**src/rtl/pipe_hazard_ctrl_if.sv**
```systemverilog
// Hazard-controller bus: ID/EX/MEM hazard inputs and pipeline control outputs.
// The slave modport is the controller side; the master modport is the pipeline side.
interface pipe_hazard_ctrl_if #(
  parameter int unsigned RegAddrWidth = 5,
  parameter int unsigned CntWidth     = 32
) ();
  logic                    iIdValid;
  logic                    iIdRs1En;
  logic                    iIdRs2En;
  logic [RegAddrWidth-1:0] iIdRs1Addr;
  logic [RegAddrWidth-1:0] iIdRs2Addr;
  logic                    iIdIsBranch;
  logic                    iBrTrue;
  logic                    iExValid;
  logic                    iExWbEn;
  logic                    iExIsLoad;
  logic [RegAddrWidth-1:0] iExRdAddr;
  logic                    iMemReq;
  logic                    iMemAck;
  logic                    iCntClr;
  logic                    oStallIF;
  logic                    oStallID;
  logic                    oStallEX;
  logic                    oStallMEM;
  logic                    oBubbleEX;
  logic                    oBubbleWB;
  logic                    oFlushIF;
  logic                    oRedirect;
  logic [1:0]              oState;
  logic [CntWidth-1:0]     oStallCnt;
  logic [CntWidth-1:0]     oRedirCnt;

  modport slave (
    input  iIdValid, iIdRs1En, iIdRs2En, iIdRs1Addr, iIdRs2Addr, iIdIsBranch, iBrTrue,
           iExValid, iExWbEn, iExIsLoad, iExRdAddr, iMemReq, iMemAck, iCntClr,
    output oStallIF, oStallID, oStallEX, oStallMEM, oBubbleEX, oBubbleWB, oFlushIF,
           oRedirect, oState, oStallCnt, oRedirCnt
  );

  modport master (
    output iIdValid, iIdRs1En, iIdRs2En, iIdRs1Addr, iIdRs2Addr, iIdIsBranch, iBrTrue,
           iExValid, iExWbEn, iExIsLoad, iExRdAddr, iMemReq, iMemAck, iCntClr,
    input  oStallIF, oStallID, oStallEX, oStallMEM, oBubbleEX, oBubbleWB, oFlushIF,
           oRedirect, oState, oStallCnt, oRedirCnt
  );
endinterface

```
**src/rtl/pipe_hazard_ctrl.sv**
```systemverilog
// Pipeline hazard controller: load-use / branch-dependency stalls, memory-wait freeze,
// branch redirect, plus saturating stall and redirect counters.
module pipe_hazard_ctrl #(
  parameter int unsigned RegAddrWidth = 5,
  parameter int unsigned CntWidth     = 32
) (
  input logic               iClk,
  input logic               iRst,
  pipe_hazard_ctrl_if.slave bus
);

  localparam logic [1:0] ST_RUN      = 2'd0;
  localparam logic [1:0] ST_STALL2   = 2'd1;
  localparam logic [1:0] ST_MEM_WAIT = 2'd2;

  logic [1:0]              r_state;
  logic [1:0]              r_ret_state;
  logic [CntWidth-1:0]     r_stall_cnt;
  logic [CntWidth-1:0]     r_redir_cnt;

  logic [RegAddrWidth-1:0] w_rs1;
  logic [RegAddrWidth-1:0] w_rs2;
  logic [RegAddrWidth-1:0] w_rd;
  logic                    w_rd_live;
  logic                    w_hit;
  logic                    w_mem_busy;
  logic                    w_load_use;
  logic                    w_br_dep;

  logic [1:0]              w_next_state;
  logic [1:0]              w_next_ret;
  logic                    w_stall_if;
  logic                    w_stall_id;
  logic                    w_stall_ex;
  logic                    w_stall_mem;
  logic                    w_bubble_ex;
  logic                    w_bubble_wb;
  logic                    w_flush_if;
  logic                    w_redirect;

  assign w_rs1      = bus.iIdRs1Addr;
  assign w_rs2      = bus.iIdRs2Addr;
  assign w_rd       = bus.iExRdAddr;
  // x0 is hardwired zero, so a write to it never creates a dependency
  assign w_rd_live  = bus.iExValid & bus.iExWbEn & (w_rd != '0);
  assign w_hit      = w_rd_live & ((bus.iIdRs1En & (w_rs1 == w_rd)) |
                                   (bus.iIdRs2En & (w_rs2 == w_rd)));
  assign w_mem_busy = bus.iMemReq & ~bus.iMemAck;
  assign w_load_use = bus.iIdValid & bus.iExIsLoad & w_hit;
  assign w_br_dep   = bus.iIdValid & bus.iIdIsBranch & w_hit;

  // Next-state and control decode; outputs are zero-latency from state and inputs
  always_comb begin
    w_next_state = r_state;
    w_next_ret   = r_ret_state;
    w_stall_if   = 1'b0;
    w_stall_id   = 1'b0;
    w_stall_ex   = 1'b0;
    w_stall_mem  = 1'b0;
    w_bubble_ex  = 1'b0;
    w_bubble_wb  = 1'b0;
    w_flush_if   = 1'b0;
    w_redirect   = 1'b0;

    case (r_state)
      ST_RUN, ST_STALL2: begin
        if (w_mem_busy) begin
          {w_stall_if, w_stall_id, w_stall_ex, w_stall_mem} = 4'hF;
          w_bubble_wb  = 1'b1;
          w_next_ret   = r_state;
          w_next_state = ST_MEM_WAIT;
        end else if (r_state == ST_STALL2) begin
          w_stall_if   = 1'b1;
          w_stall_id   = 1'b1;
          w_bubble_ex  = 1'b1;
          w_next_state = ST_RUN;
        end else if (w_load_use | w_br_dep) begin
          w_stall_if   = 1'b1;
          w_stall_id   = 1'b1;
          w_bubble_ex  = 1'b1;
          // a branch waiting on a load needs the loaded value one cycle later still
          w_next_state = (w_br_dep & bus.iExIsLoad) ? ST_STALL2 : ST_RUN;
        end else if (bus.iIdValid & bus.iBrTrue) begin
          w_redirect   = 1'b1;
          w_flush_if   = 1'b1;
        end
      end
      ST_MEM_WAIT: begin
        {w_stall_if, w_stall_id, w_stall_ex, w_stall_mem} = 4'hF;
        w_bubble_wb = 1'b1;
        if (bus.iMemAck) begin
          w_next_state = r_ret_state;
        end
      end
      default: begin
        w_next_state = ST_RUN;
      end
    endcase

    if (iRst) begin
      w_stall_if  = 1'b0;
      w_stall_id  = 1'b0;
      w_stall_ex  = 1'b0;
      w_stall_mem = 1'b0;
      w_bubble_ex = 1'b0;
      w_bubble_wb = 1'b0;
      w_flush_if  = 1'b0;
      w_redirect  = 1'b0;
    end
  end

  // State and return-state registers
  always_ff @(posedge iClk or posedge iRst) begin
    if (iRst) begin
      r_state     <= ST_RUN;
      r_ret_state <= ST_RUN;
    end else begin
      r_state     <= w_next_state;
      r_ret_state <= w_next_ret;
    end
  end

  // Saturating performance counters; clear wins over increment
  always_ff @(posedge iClk or posedge iRst) begin
    if (iRst) begin
      r_stall_cnt <= '0;
      r_redir_cnt <= '0;
    end else if (bus.iCntClr) begin
      r_stall_cnt <= '0;
      r_redir_cnt <= '0;
    end else begin
      if (w_stall_id && (r_stall_cnt != '1)) begin
        r_stall_cnt <= r_stall_cnt + CntWidth'(1);
      end
      if (w_redirect && (r_redir_cnt != '1)) begin
        r_redir_cnt <= r_redir_cnt + CntWidth'(1);
      end
    end
  end

  assign bus.oStallIF  = w_stall_if;
  assign bus.oStallID  = w_stall_id;
  assign bus.oStallEX  = w_stall_ex;
  assign bus.oStallMEM = w_stall_mem;
  assign bus.oBubbleEX = w_bubble_ex;
  assign bus.oBubbleWB = w_bubble_wb;
  assign bus.oFlushIF  = w_flush_if;
  assign bus.oRedirect = w_redirect;
  assign bus.oState    = r_state;
  assign bus.oStallCnt = r_stall_cnt;
  assign bus.oRedirCnt = r_redir_cnt;

endmodule

```
**src/flat_wrapper.sv**
```systemverilog
// flat-port wrapper written by rule: the top's interface ports become plain ports
module pipe_hazard_ctrl_flat 
#(
  parameter int unsigned RegAddrWidth = 5,
  parameter int unsigned CntWidth     = 32
)
  (iClk, iRst, bus_iIdValid, bus_iIdRs1En, bus_iIdRs2En, bus_iIdRs1Addr, bus_iIdRs2Addr, bus_iIdIsBranch, bus_iBrTrue, bus_iExValid, bus_iExWbEn, bus_iExIsLoad, bus_iExRdAddr, bus_iMemReq, bus_iMemAck, bus_iCntClr, bus_oStallIF, bus_oStallID, bus_oStallEX, bus_oStallMEM, bus_oBubbleEX, bus_oBubbleWB, bus_oFlushIF, bus_oRedirect, bus_oState, bus_oStallCnt, bus_oRedirCnt);
  pipe_hazard_ctrl_if #(.RegAddrWidth(RegAddrWidth), .CntWidth(CntWidth)) bus_i ();
  input logic iClk;
  input logic iRst;
  input wire logic [$bits(bus_i.iIdValid)-1:0] bus_iIdValid;
  input wire logic [$bits(bus_i.iIdRs1En)-1:0] bus_iIdRs1En;
  input wire logic [$bits(bus_i.iIdRs2En)-1:0] bus_iIdRs2En;
  input wire logic [$bits(bus_i.iIdRs1Addr)-1:0] bus_iIdRs1Addr;
  input wire logic [$bits(bus_i.iIdRs2Addr)-1:0] bus_iIdRs2Addr;
  input wire logic [$bits(bus_i.iIdIsBranch)-1:0] bus_iIdIsBranch;
  input wire logic [$bits(bus_i.iBrTrue)-1:0] bus_iBrTrue;
  input wire logic [$bits(bus_i.iExValid)-1:0] bus_iExValid;
  input wire logic [$bits(bus_i.iExWbEn)-1:0] bus_iExWbEn;
  input wire logic [$bits(bus_i.iExIsLoad)-1:0] bus_iExIsLoad;
  input wire logic [$bits(bus_i.iExRdAddr)-1:0] bus_iExRdAddr;
  input wire logic [$bits(bus_i.iMemReq)-1:0] bus_iMemReq;
  input wire logic [$bits(bus_i.iMemAck)-1:0] bus_iMemAck;
  input wire logic [$bits(bus_i.iCntClr)-1:0] bus_iCntClr;
  output wire logic [$bits(bus_i.oStallIF)-1:0] bus_oStallIF;
  output wire logic [$bits(bus_i.oStallID)-1:0] bus_oStallID;
  output wire logic [$bits(bus_i.oStallEX)-1:0] bus_oStallEX;
  output wire logic [$bits(bus_i.oStallMEM)-1:0] bus_oStallMEM;
  output wire logic [$bits(bus_i.oBubbleEX)-1:0] bus_oBubbleEX;
  output wire logic [$bits(bus_i.oBubbleWB)-1:0] bus_oBubbleWB;
  output wire logic [$bits(bus_i.oFlushIF)-1:0] bus_oFlushIF;
  output wire logic [$bits(bus_i.oRedirect)-1:0] bus_oRedirect;
  output wire logic [$bits(bus_i.oState)-1:0] bus_oState;
  output wire logic [$bits(bus_i.oStallCnt)-1:0] bus_oStallCnt;
  output wire logic [$bits(bus_i.oRedirCnt)-1:0] bus_oRedirCnt;
  assign bus_i.iIdValid = bus_iIdValid;
  assign bus_i.iIdRs1En = bus_iIdRs1En;
  assign bus_i.iIdRs2En = bus_iIdRs2En;
  assign bus_i.iIdRs1Addr = bus_iIdRs1Addr;
  assign bus_i.iIdRs2Addr = bus_iIdRs2Addr;
  assign bus_i.iIdIsBranch = bus_iIdIsBranch;
  assign bus_i.iBrTrue = bus_iBrTrue;
  assign bus_i.iExValid = bus_iExValid;
  assign bus_i.iExWbEn = bus_iExWbEn;
  assign bus_i.iExIsLoad = bus_iExIsLoad;
  assign bus_i.iExRdAddr = bus_iExRdAddr;
  assign bus_i.iMemReq = bus_iMemReq;
  assign bus_i.iMemAck = bus_iMemAck;
  assign bus_i.iCntClr = bus_iCntClr;
  assign bus_oStallIF = bus_i.oStallIF;
  assign bus_oStallID = bus_i.oStallID;
  assign bus_oStallEX = bus_i.oStallEX;
  assign bus_oStallMEM = bus_i.oStallMEM;
  assign bus_oBubbleEX = bus_i.oBubbleEX;
  assign bus_oBubbleWB = bus_i.oBubbleWB;
  assign bus_oFlushIF = bus_i.oFlushIF;
  assign bus_oRedirect = bus_i.oRedirect;
  assign bus_oState = bus_i.oState;
  assign bus_oStallCnt = bus_i.oStallCnt;
  assign bus_oRedirCnt = bus_i.oRedirCnt;
  pipe_hazard_ctrl #(.RegAddrWidth(RegAddrWidth), .CntWidth(CntWidth)) u_core (.iClk(iClk), .iRst(iRst), .bus(bus_i));
endmodule
```
**config.mk**
```make
export PLATFORM = sky130hd
export DESIGN_NAME = pipe_hazard_ctrl_flat
export DESIGN_NICKNAME = d
export VERILOG_FILES = /design/src/rtl/pipe_hazard_ctrl_if.sv /design/src/rtl/pipe_hazard_ctrl.sv /design/src/flat_wrapper.sv
export SDC_FILE = /design/constraint.sdc
export NUM_CORES = 1
export LEC_CHECK = 0
export CORE_MARGIN = 2
export CORE_UTILIZATION = 53
export DETAILED_ROUTE_END_ITERATION = 8
export PLACE_DENSITY = 0.86
export SETUP_SLACK_MARGIN = 0.15
export SYNTH_ARGS = -nofsm -noshare
export SYNTH_HDL_FRONTEND = slang
export SYNTH_SLANG_ARGS = --single-unit
```
**constraint.sdc**
```tcl
create_clock -name iClk -period 5.15 [get_ports iClk]
set_clock_uncertainty 0.1 [all_clocks]
set_input_delay 0.7725 -clock iClk [delete_from_list [all_inputs] [get_ports iClk]]
set_output_delay 0.7725 -clock iClk [all_outputs]
set_load 0.03 [all_outputs]
```
== Word-level counts from Yosys, hierarchy flattened ==
Cells that the tools add are included.
Word-level totals
  bits in registers: 68
  output and inout bits: 74
  word-level logic and storage cells: 65
Cells by class
  $add $sub $neg: 2
  equality and inequality tests: 8
  mux-type cells: 27
  bitwise operators: 15
  reduce and logical (&&, ||, !) cells: 9
Operators with widths (count)
  32-bit 2-to-1 mux: 4
  32-bit by 1-bit adder with 32-bit output, second input constant: 2
  32-bit inequality test, second input constant: 2
  1-bit 2-to-1 mux: 16
  1-bit bitwise AND: 12
  5-bit == test: 2
  2-bit 2-to-1 mux: 4
  5-bit nonzero test: 1
  4-bit by 1-bit inequality test with 1-bit output, second input constant: 1
  1-bit case mux with 2 select lines: 2
  2-bit case mux with 2 select lines: 1
  2-bit AND reduction: 2
  2-bit nonzero test: 2
  2-bit by 1-bit == test with 1-bit output, second input constant: 1
  2-bit == test, second input constant: 1
  1-bit logical AND: 2
  2-bit zero test: 1
  2-bit inequality test, second input constant: 1
  1-bit bitwise OR: 2
  2-bit OR reduction: 1
  1-bit inverter: 1

== Logic depth before layout (Yosys ltp) ==
Gate-level depths: netlist of run 1.
  word-level depth: 14
  gate-level depth with buffers: 9
  gate-level depth less buffers: 8

== Worst setup path after synthesis of run 1 ==
No wires, ideal clock.
  path kind: input-to-output
  start: input iRst
  end: output bus_oBubbleEX
  arrival time: 2.684 ns
  data required time: 4.278 ns
  path slack: 1.594 ns
  stages: 2
  path buffers: 0
  cells stage by stage: inv_1 o211a_1
Between the ends
  word-level cells in the longest chain between the ends: 1
RTL lines
  start: declaration: line flat_wrapper.sv:10  | input logic iRst;
  1-bit 2-to-1 mux: line pipe_hazard_ctrl.sv:100  | if (iRst) begin
  end: declaration: line flat_wrapper.sv:29  | output wire logic [$bits(bus_i.oBubbleEX)-1:0] bus_oBubbleEX;
Every way passes these cells.

== Final worst setup path of run 1 ==
  start: input bus_iExRdAddr[3]
  end: output bus_oFlushIF
Between the ends
  word-level cells in the longest chain between the ends: 11
  elaborated cells on any way between the ends: 16
  those cells by class: 2 x eq/ne; 5 x mux; 8 x bitwise; 1 x reduce/logical
RTL lines
  start: declaration: line flat_wrapper.sv:21  | input wire logic [$bits(bus_i.iExRdAddr)-1:0] bus_iExRdAddr;
  5-bit == test, on equally long branches: line pipe_hazard_ctrl.sv:46, pipe_hazard_ctrl.sv:47
  1-bit bitwise AND, on equally long branches: line pipe_hazard_ctrl.sv:46, pipe_hazard_ctrl.sv:47
  1-bit bitwise OR: line pipe_hazard_ctrl.sv:46  | assign w_hit = w_rd_live & ((bus.iIdRs1En & (w_rs1 == w_rd)) |
  1-bit bitwise AND (*): line pipe_hazard_ctrl.sv:46
  1-bit bitwise AND, on equally long branches: line pipe_hazard_ctrl.sv:49, pipe_hazard_ctrl.sv:50
  1-bit bitwise OR (*): line pipe_hazard_ctrl.sv:77  | end else if (w_load_use | w_br_dep) begin
  1-bit 2-to-1 mux (*): line pipe_hazard_ctrl.sv:77
  1-bit 2-to-1 mux (*): line pipe_hazard_ctrl.sv:72  | end else if (r_state == ST_STALL2) begin
  1-bit 2-to-1 mux (*): line pipe_hazard_ctrl.sv:67  | if (w_mem_busy) begin
  1-bit 2-to-1 mux (*): line pipe_hazard_ctrl.sv:65  | case (r_state)
  1-bit 2-to-1 mux (*): line pipe_hazard_ctrl.sv:100
  end: declaration: line flat_wrapper.sv:31  | output wire logic [$bits(bus_i.oFlushIF)-1:0] bus_oFlushIF;
Every way passes the cells marked *; elsewhere a longest branch is shown, timed or not.

==> results of run 1 <==
[state kept, by name, indices dropped and copies added (netlist names)]
signal                cells
u_core.r_ret_state        2
u_core.bus.oRedirCnt     32
u_core.bus.oState         2
u_core.bus.oStallCnt     32
[per-layer routing]
layer,vias to the layer above,part of all wire
li1,1762,-
met1,1835,0.44
met2,135,0.49
met3,20,0.049
met4,0,0.020
met5,-,0
[worst max path at each step]
| stage | startpoint | to | slack [ps] | cells past startpoint |
|---|---|---|---|---|
| 2_1_floorplan | iRst | bus_oBubbleEX | 1590 | 2 |
| 3_3_place_gp | bus_iExRdAddr[3] | bus_oFlushIF | 880 | 7 |
| 3_5_place_dp | bus_iExRdAddr[3] | bus_oFlushIF | 720 | 7 |
| 4_1_cts | bus_iExRdAddr[3] | bus_oFlushIF | 720 | 7 |
| 5_1_grt | bus_iExRdAddr[3] | bus_oFlushIF | 540 | 7 |
| 6_report | bus_iExRdAddr[3] | bus_oFlushIF | 740 | 7 |
[layout make-up]
| type | count | area [sq um] | share of cell area |
|---|---|---|---|
| multi-input combinational | 346 | 2160 | 0.410 |
| sequential | 68 | 1700 | 0.323 |
| timing repair buffer | 106 | 1040 | 0.198 |
| clock buffer | 11 | 151 | 0.0287 |
| tap | 99 | 124 | 0.0235 |
| clock inverter | 5 | 58.8 | 0.0112 |
| inverter | 8 | 30.0 | 0.00570 |
[cell families after synthesis]
kind of cell / share of synthesized area
xor+xnor: 0.114
simple gates: 0.323
mux: 0.0278
flops: 0.425
buf+inv: 0.0365
fa+ha+maj: 0.00624
compound gates: 0.0687
[worst max-delay path, delay by kind of cell]
kind	cells	cell delay [ps]
and+or+nand+nor	1	320
xor gates and xnor gates	1	190
buffers and inverters	3	1230
AOI/OAI and AO/OA	2	1020
[through the flow]
step                      hold slack (ps)  cell area [sq um]  setup slack, ps  power, mW  cells
after global placement                394               5060              877      0.661    627
after CTS                             427               5270              723       1.13    643
after floorplan                       365               4010             1590      0.615    446
final                                 423               5270              739       1.12    643
after global routing                  432               5270              543       1.15    643
after detailed placement              409               5060              721      0.664    627
[power groups by stage]
stage	logic [mW]	registers (mW)	clock network, mW
6_report	0.111	0.542	0.465
5_1_grt	0.121	0.542	0.491
4_1_cts	0.113	0.541	0.472
3_5_place_dp	0.112	0.552	0
3_3_place_gp	0.109	0.552	0
2_1_floorplan	0.0601	0.555	0
[layout by cell type, fill, tap and decap left out, types with 2 or more instances in the layout]
cell / count
or4_1: 3
clkdlybuf4s50_1: 100
or3_1: 5
nand2_1: 27
nor4_1: 15
inv_1: 7
xnor2_1: 20
mux2_1: 4
xor2_1: 32
o21ai_0: 6
clkinvlp_4: 2
a211oi_1: 2
buf_4: 5
ha_1: 2
and2_1: 7
a21oi_1: 13
and4_1: 12
dfrtp_1: 68
nor4b_1: 2
and3_1: 9
a31o_2: 6
clkbuf_8: 11
nor2_1: 70
nand3_1: 35
nor2b_1: 14
nor3_1: 13
nand2b_1: 4
nand4_1: 23
mux2_2: 5
==> impl_metrics.py, run 1 <==
metrics = {
    "timing": {
        "rsz0062_at_grt": "no",
        "finalCriticalPeriod_ps": 4410,
        "tightest_slew_ps": 877,
        "fmax_mhz": 227,
        "fin_tns_setup_ps": 0,
        "setup_viol": 0,
        "post-route-period-util": 0.856,
        "hold_viol": 0,
        "slew-limit-headroom": 0.415,
        "slew_violations": 0,
    },
    "clock_network": {
        "cts_tree": "built",
        "clkLatencyLatePin_ps": 340,
        "holdBufCountCts": 0,
        "cts_buffers": 9,
        "htree_levels": 3,
        "cts_setup_buffers": 0,
        "cts-root-buf": "clkbuf_8",
        "ctsLongestPathBuffers": 2,
        "clkSinkCount": 68,
        "clk_pin_slew_ps": 80,
        "ctsResizeCount": 0,
    },
    "floorplan": {
        "placementRows": 31,
        "die_w_um": 91.0,
        "fp.coreArea_sq_mm": 0.00729,
        "initial_core_util": 0.550,
        "io_pins": 102,
        "die-height_um": 91.0,
        "design.die.area_sq_mm": 0.00827,
    },
    "yosys": {
        "syn_inst": 446,
        "synth_common_cells": "nor2_1, dfrtp_1, nand3_1",
        "syn_avg_cell_area_sq_um": 8.99,
        "yosysTopAreaCell": "dfrtp_1",
        "synth_most_common_cell": "nor2_1",
        "ys_ff_latch": 68,
        "synth_edf_count": 0,
        "syn_area_sq_mm": 0.00401,
        "async_flop_share": 1.00,
        "ys_types": 47,
        "synth.net_count": 476,
        "netlist.area_leader.share": 0.425,
        "ys_warn_count": 0,
        "synth_seq_area_share": 0.425,
        "ys.flop_type": "dfrtp_1",
        "synthTopCellsByArea": "dfrtp_1, xor2_1, nor2_1",
    },
    "power": {
        "p_clk_frac": 0.416,
        "intPower_uw": 832,
        "pwr-share-comb": 0.100,
        "p_sw_frac": 0.256,
        "p_leak_nw": 2.08,
        "power_density_mw_per_mm2": 212,
        "switchingPower_uw": 286,
        "seq_power_share": 0.484,
        "irDropWorstVdd_mv": 0.139,
    },
    "placed_design": {
        "hpwl_um": 7270,
        "io_buffer_count": 101,
        "place_congestion": 0.850,
    },
    "critical_path": {
        "cp_data_arrival_time_ps": 3540,
        "cp-start-kind": "input pin",
        "cpPeakStageDelay_ps": 760,
        "cp_cell_sequence": "clkdlybuf4s50_1 > xor2_1 > nor4_1 > a32oi_1 > o21ai_2 > inv_1 > clkdlybuf4s50_1",
        "endpoint_kind": "primary output",
        "cp_max_fo": 21,
        "rrSetupSlack_ps": 2250,
        "r2r_start": "u_core.bus.oRedirCnt[0]$_DFFE_PP0P_",
        "worst_path_max_delay_cell": "o21ai_2",
        "criticalPathCategory": "input pin to primary output",
        "cpMostUsedCell": "clkdlybuf4s50_1",
        "r2r-end": "u_core.bus.oRedirCnt[27]$_DFFE_PP0P_",
        "rr_worst_depth": 7,
        "critPathRequiredTime_ps": 4280,
    },
    "grt": {
        "antenna_found_initial": 0,
        "grt.busiest_layer": "met2",
        "gr-usage-met1": 0.323,
        "grt_pass1_wl_um": 17200,
        "grt_max_degree": 69,
        "grt_overflow": 0,
        "grtUsageMet3": 0.0324,
        "grtUsageTotal": 0.250,
        "met2_usage": 0.435,
        "grt_pass1_vias": 3678,
    },
    "drt": {
        "wl_per_cell_um": 16.0,
        "via_per_inst": 5.84,
        "drc": 0,
        "ant_nets": 0,
        "num_vias": 3752,
        "firstDrtPassIters": 5,
        "totalWireLength_um": 10300,
        "drt-initial-drc-count": 269,
    },
    "status": {
        "status": "completed",
    },
    "worst_hold_path": {
        "whs_path_depth": 1,
        "hold_path_class": "flop to flop",
        "hold_end": "u_core.r_ret_state[1]$_DFFE_PP0P_",
        "min_from": "u_core.r_ret_state[1]$_DFFE_PP0P_",
    },
    "cells_and_area": {
        "nFillCells": 553,
        "fin_util": 0.723,
        "antenna_cells": 0,
        "synthToLayoutAreaGrowth_pct": 31.5,
        "nets": 569,
        "drive_gt1_frac": 0.0754,
    },
    "job": {
        "cap_violations": 0,
    },
}
Note: power is estimated with default switching activity, not from simulation.
==> run 2: changes to the inputs <==
--- a/config.mk
+++ b/config.mk
@@ -7,6 +7,7 @@
 export LEC_CHECK = 0
 export CORE_MARGIN = 2
 export CORE_UTILIZATION = 53
+export CTS_BUF_LIST = sky130_fd_sc_hd__clkbuf_16
 export DETAILED_ROUTE_END_ITERATION = 8
 export PLACE_DENSITY = 0.86
 export SETUP_SLACK_MARGIN = 0.15
==> impl_metrics.py, run 2 (synthesis results as in run 1) <==
metrics = {
    "clock_network": {
        "clkSinkCount": 68,
        "clk_pin_slew_ps": 60,
        "cts-root-buf": "clkbuf_16",
        "ctsResizeCount": 0,
        "holdBufCountCts": 0,
        "clkLatencyLatePin_ps": 330,
        "ctsLongestPathBuffers": 2,
        "cts_tree": "built",
        "htree_levels": 3,
        "cts_buffers": 9,
        "cts_setup_buffers": 0,
    },
    "placed_design": {
        "io_buffer_count": 101,
        "hpwl_um": 7270,
        "placed_area_sq_mm": 0.00506,
        "placedCellCount": 627,
        "place_congestion": 0.850,
    },
    "floorplan": {
        "fp.coreArea_sq_mm": 0.00729,
        "initial_core_util": 0.550,
        "die-height_um": 91.0,
        "io_pins": 102,
        "die_w_um": 91.0,
        "placementRows": 31,
        "design.die.area_sq_mm": 0.00827,
    },
    "cells_and_area": {
        "antenna_cells": 0,
        "stdcell_count": 643,
        "drive_gt1_frac": 0.0717,
        "synthToLayoutAreaGrowth_pct": 33.5,
        "final_cell_mix": "clkdlybuf4s50_1, nor2_1, dfrtp_1",
        "nets": 569,
        "final_common_cell": "clkdlybuf4s50_1",
        "fin_util": 0.734,
        "final_area_sq_mm": 0.00535,
    },
    "critical_path": {
        "cp_max_fo": 21,
        "endpoint_kind": "primary output",
        "criticalPathCategory": "input pin to primary output",
        "cp_data_arrival_time_ps": 3550,
        "critPathRequiredTime_ps": 4280,
        "rr_worst_depth": 7,
        "cp-start-kind": "input pin",
    },
    "grt": {
        "grt_pass1_wl_um": 17600,
        "grtUsageTotal": 0.258,
        "grt_max_degree": 69,
        "grt_overflow": 0,
        "antenna_found_initial": 0,
        "grt_pass1_vias": 3697,
    },
    "drt": {
        "drt-initial-drc-count": 309,
        "num_vias": 3812,
        "drc": 0,
        "ant_nets": 0,
        "firstDrtPassIters": 5,
        "via_per_inst": 5.93,
        "totalWireLength_um": 10600,
        "wl_per_cell_um": 16.5,
    },
    "timing": {
        "finalCriticalPeriod_ps": 4420,
        "slew_violations": 0,
        "fmax_mhz": 226,
        "setup_viol": 0,
        "rsz0062_at_grt": "no",
        "hold_viol": 0,
        "fin_worst_hold_slack_ps": 419,
        "slew-limit-headroom": 0.411,
        "post-route-period-util": 0.858,
        "fin_tns_setup_ps": 0,
        "tightest_slew_ps": 883,
    },
    "status": {
        "status": "completed",
    },
    "worst_hold_path": {
        "hold_path_class": "flop to flop",
        "whs_path_depth": 1,
    },
    "job": {
        "cap_violations": 0,
    },
    "power": {
        "irDropWorstVdd_mv": 0.195,
        "power_density_mw_per_mm2": 236,
        "p_leak_nw": 2.11,
    },
}
## run 2: cell types whose count changed in the layout (fill, tap and decap cells not counted), sizes merged
| cell | change |
|---|---|
| clkinv | +2 |
| clkbuf | -2 |
## run 2: path summary, 6_finish.rpt
path,end,startpoint,slack [ps]
max in group asynchronous,u_core.bus.oRedirCnt[21]$_DFFE_PP0P_,iRst,3410
setup / recovery,bus_oFlushIF,bus_iExRdAddr[3],730
hold / removal,u_core.r_ret_state[1]$_DFFE_PP0P_,u_core.r_ret_state[1]$_DFFE_PP0P_,420
hold reg to reg,u_core.r_ret_state[1]$_DFFE_PP0P_,u_core.r_ret_state[1]$_DFFE_PP0P_,420
setup reg to reg,u_core.bus.oRedirCnt[27]$_DFFE_PP0P_,u_core.bus.oRedirCnt[0]$_DFFE_PP0P_,2220
min in group asynchronous,u_core.bus.oRedirCnt[3]$_DFFE_PP0P_,iRst,1000
## run 2: area by class of cell
cell class / instances / area (sq um)
tap: 99 / 124
inverter: 8 / 30.0
sequential: 68 / 1700
multi-input combinational: 346 / 2160
clock inverter: 7 / 66.3
timing repair buffer: 106 / 1040
fill: 546 / 1940
clock buffer: 9 / 225
## run 2: report_power, final
part           leakage, nW  switching, mW  total, mW  internal, mW
Clock                0.137          0.236      0.609         0.372
Combinational         1.03         0.0674      0.112        0.0444
Sequential           0.948        0.00557      0.543         0.537
Total                 2.11          0.309       1.26         0.954
## run 2: worst max-delay path, stage by stage
cell and delay, ps:
clkdlybuf4s50_1 470, xor2_1 190, nor4_1 320, a32oi_1 260, o21ai_2 760, inv_1 130, clkdlybuf4s50_1 630
## run 2: through the flow
step	total power, mW	worst slack, ps
floorplan	0.615	1590
global placement	0.661	877
detailed placement	0.664	721
CTS	1.27	723
global route	1.30	556
finish	1.26	731
## run 2: metal layers
layer | share of wire | GRT usage | vias up
met5 | 0 | 0 | -
met4 | 0.019 | 0.0922 | 0
met3 | 0.051 | 0.0357 | 18
met2 | 0.50 | 0.450 | 156
met1 | 0.43 | 0.329 | 1869
li1 | - | - | 1769
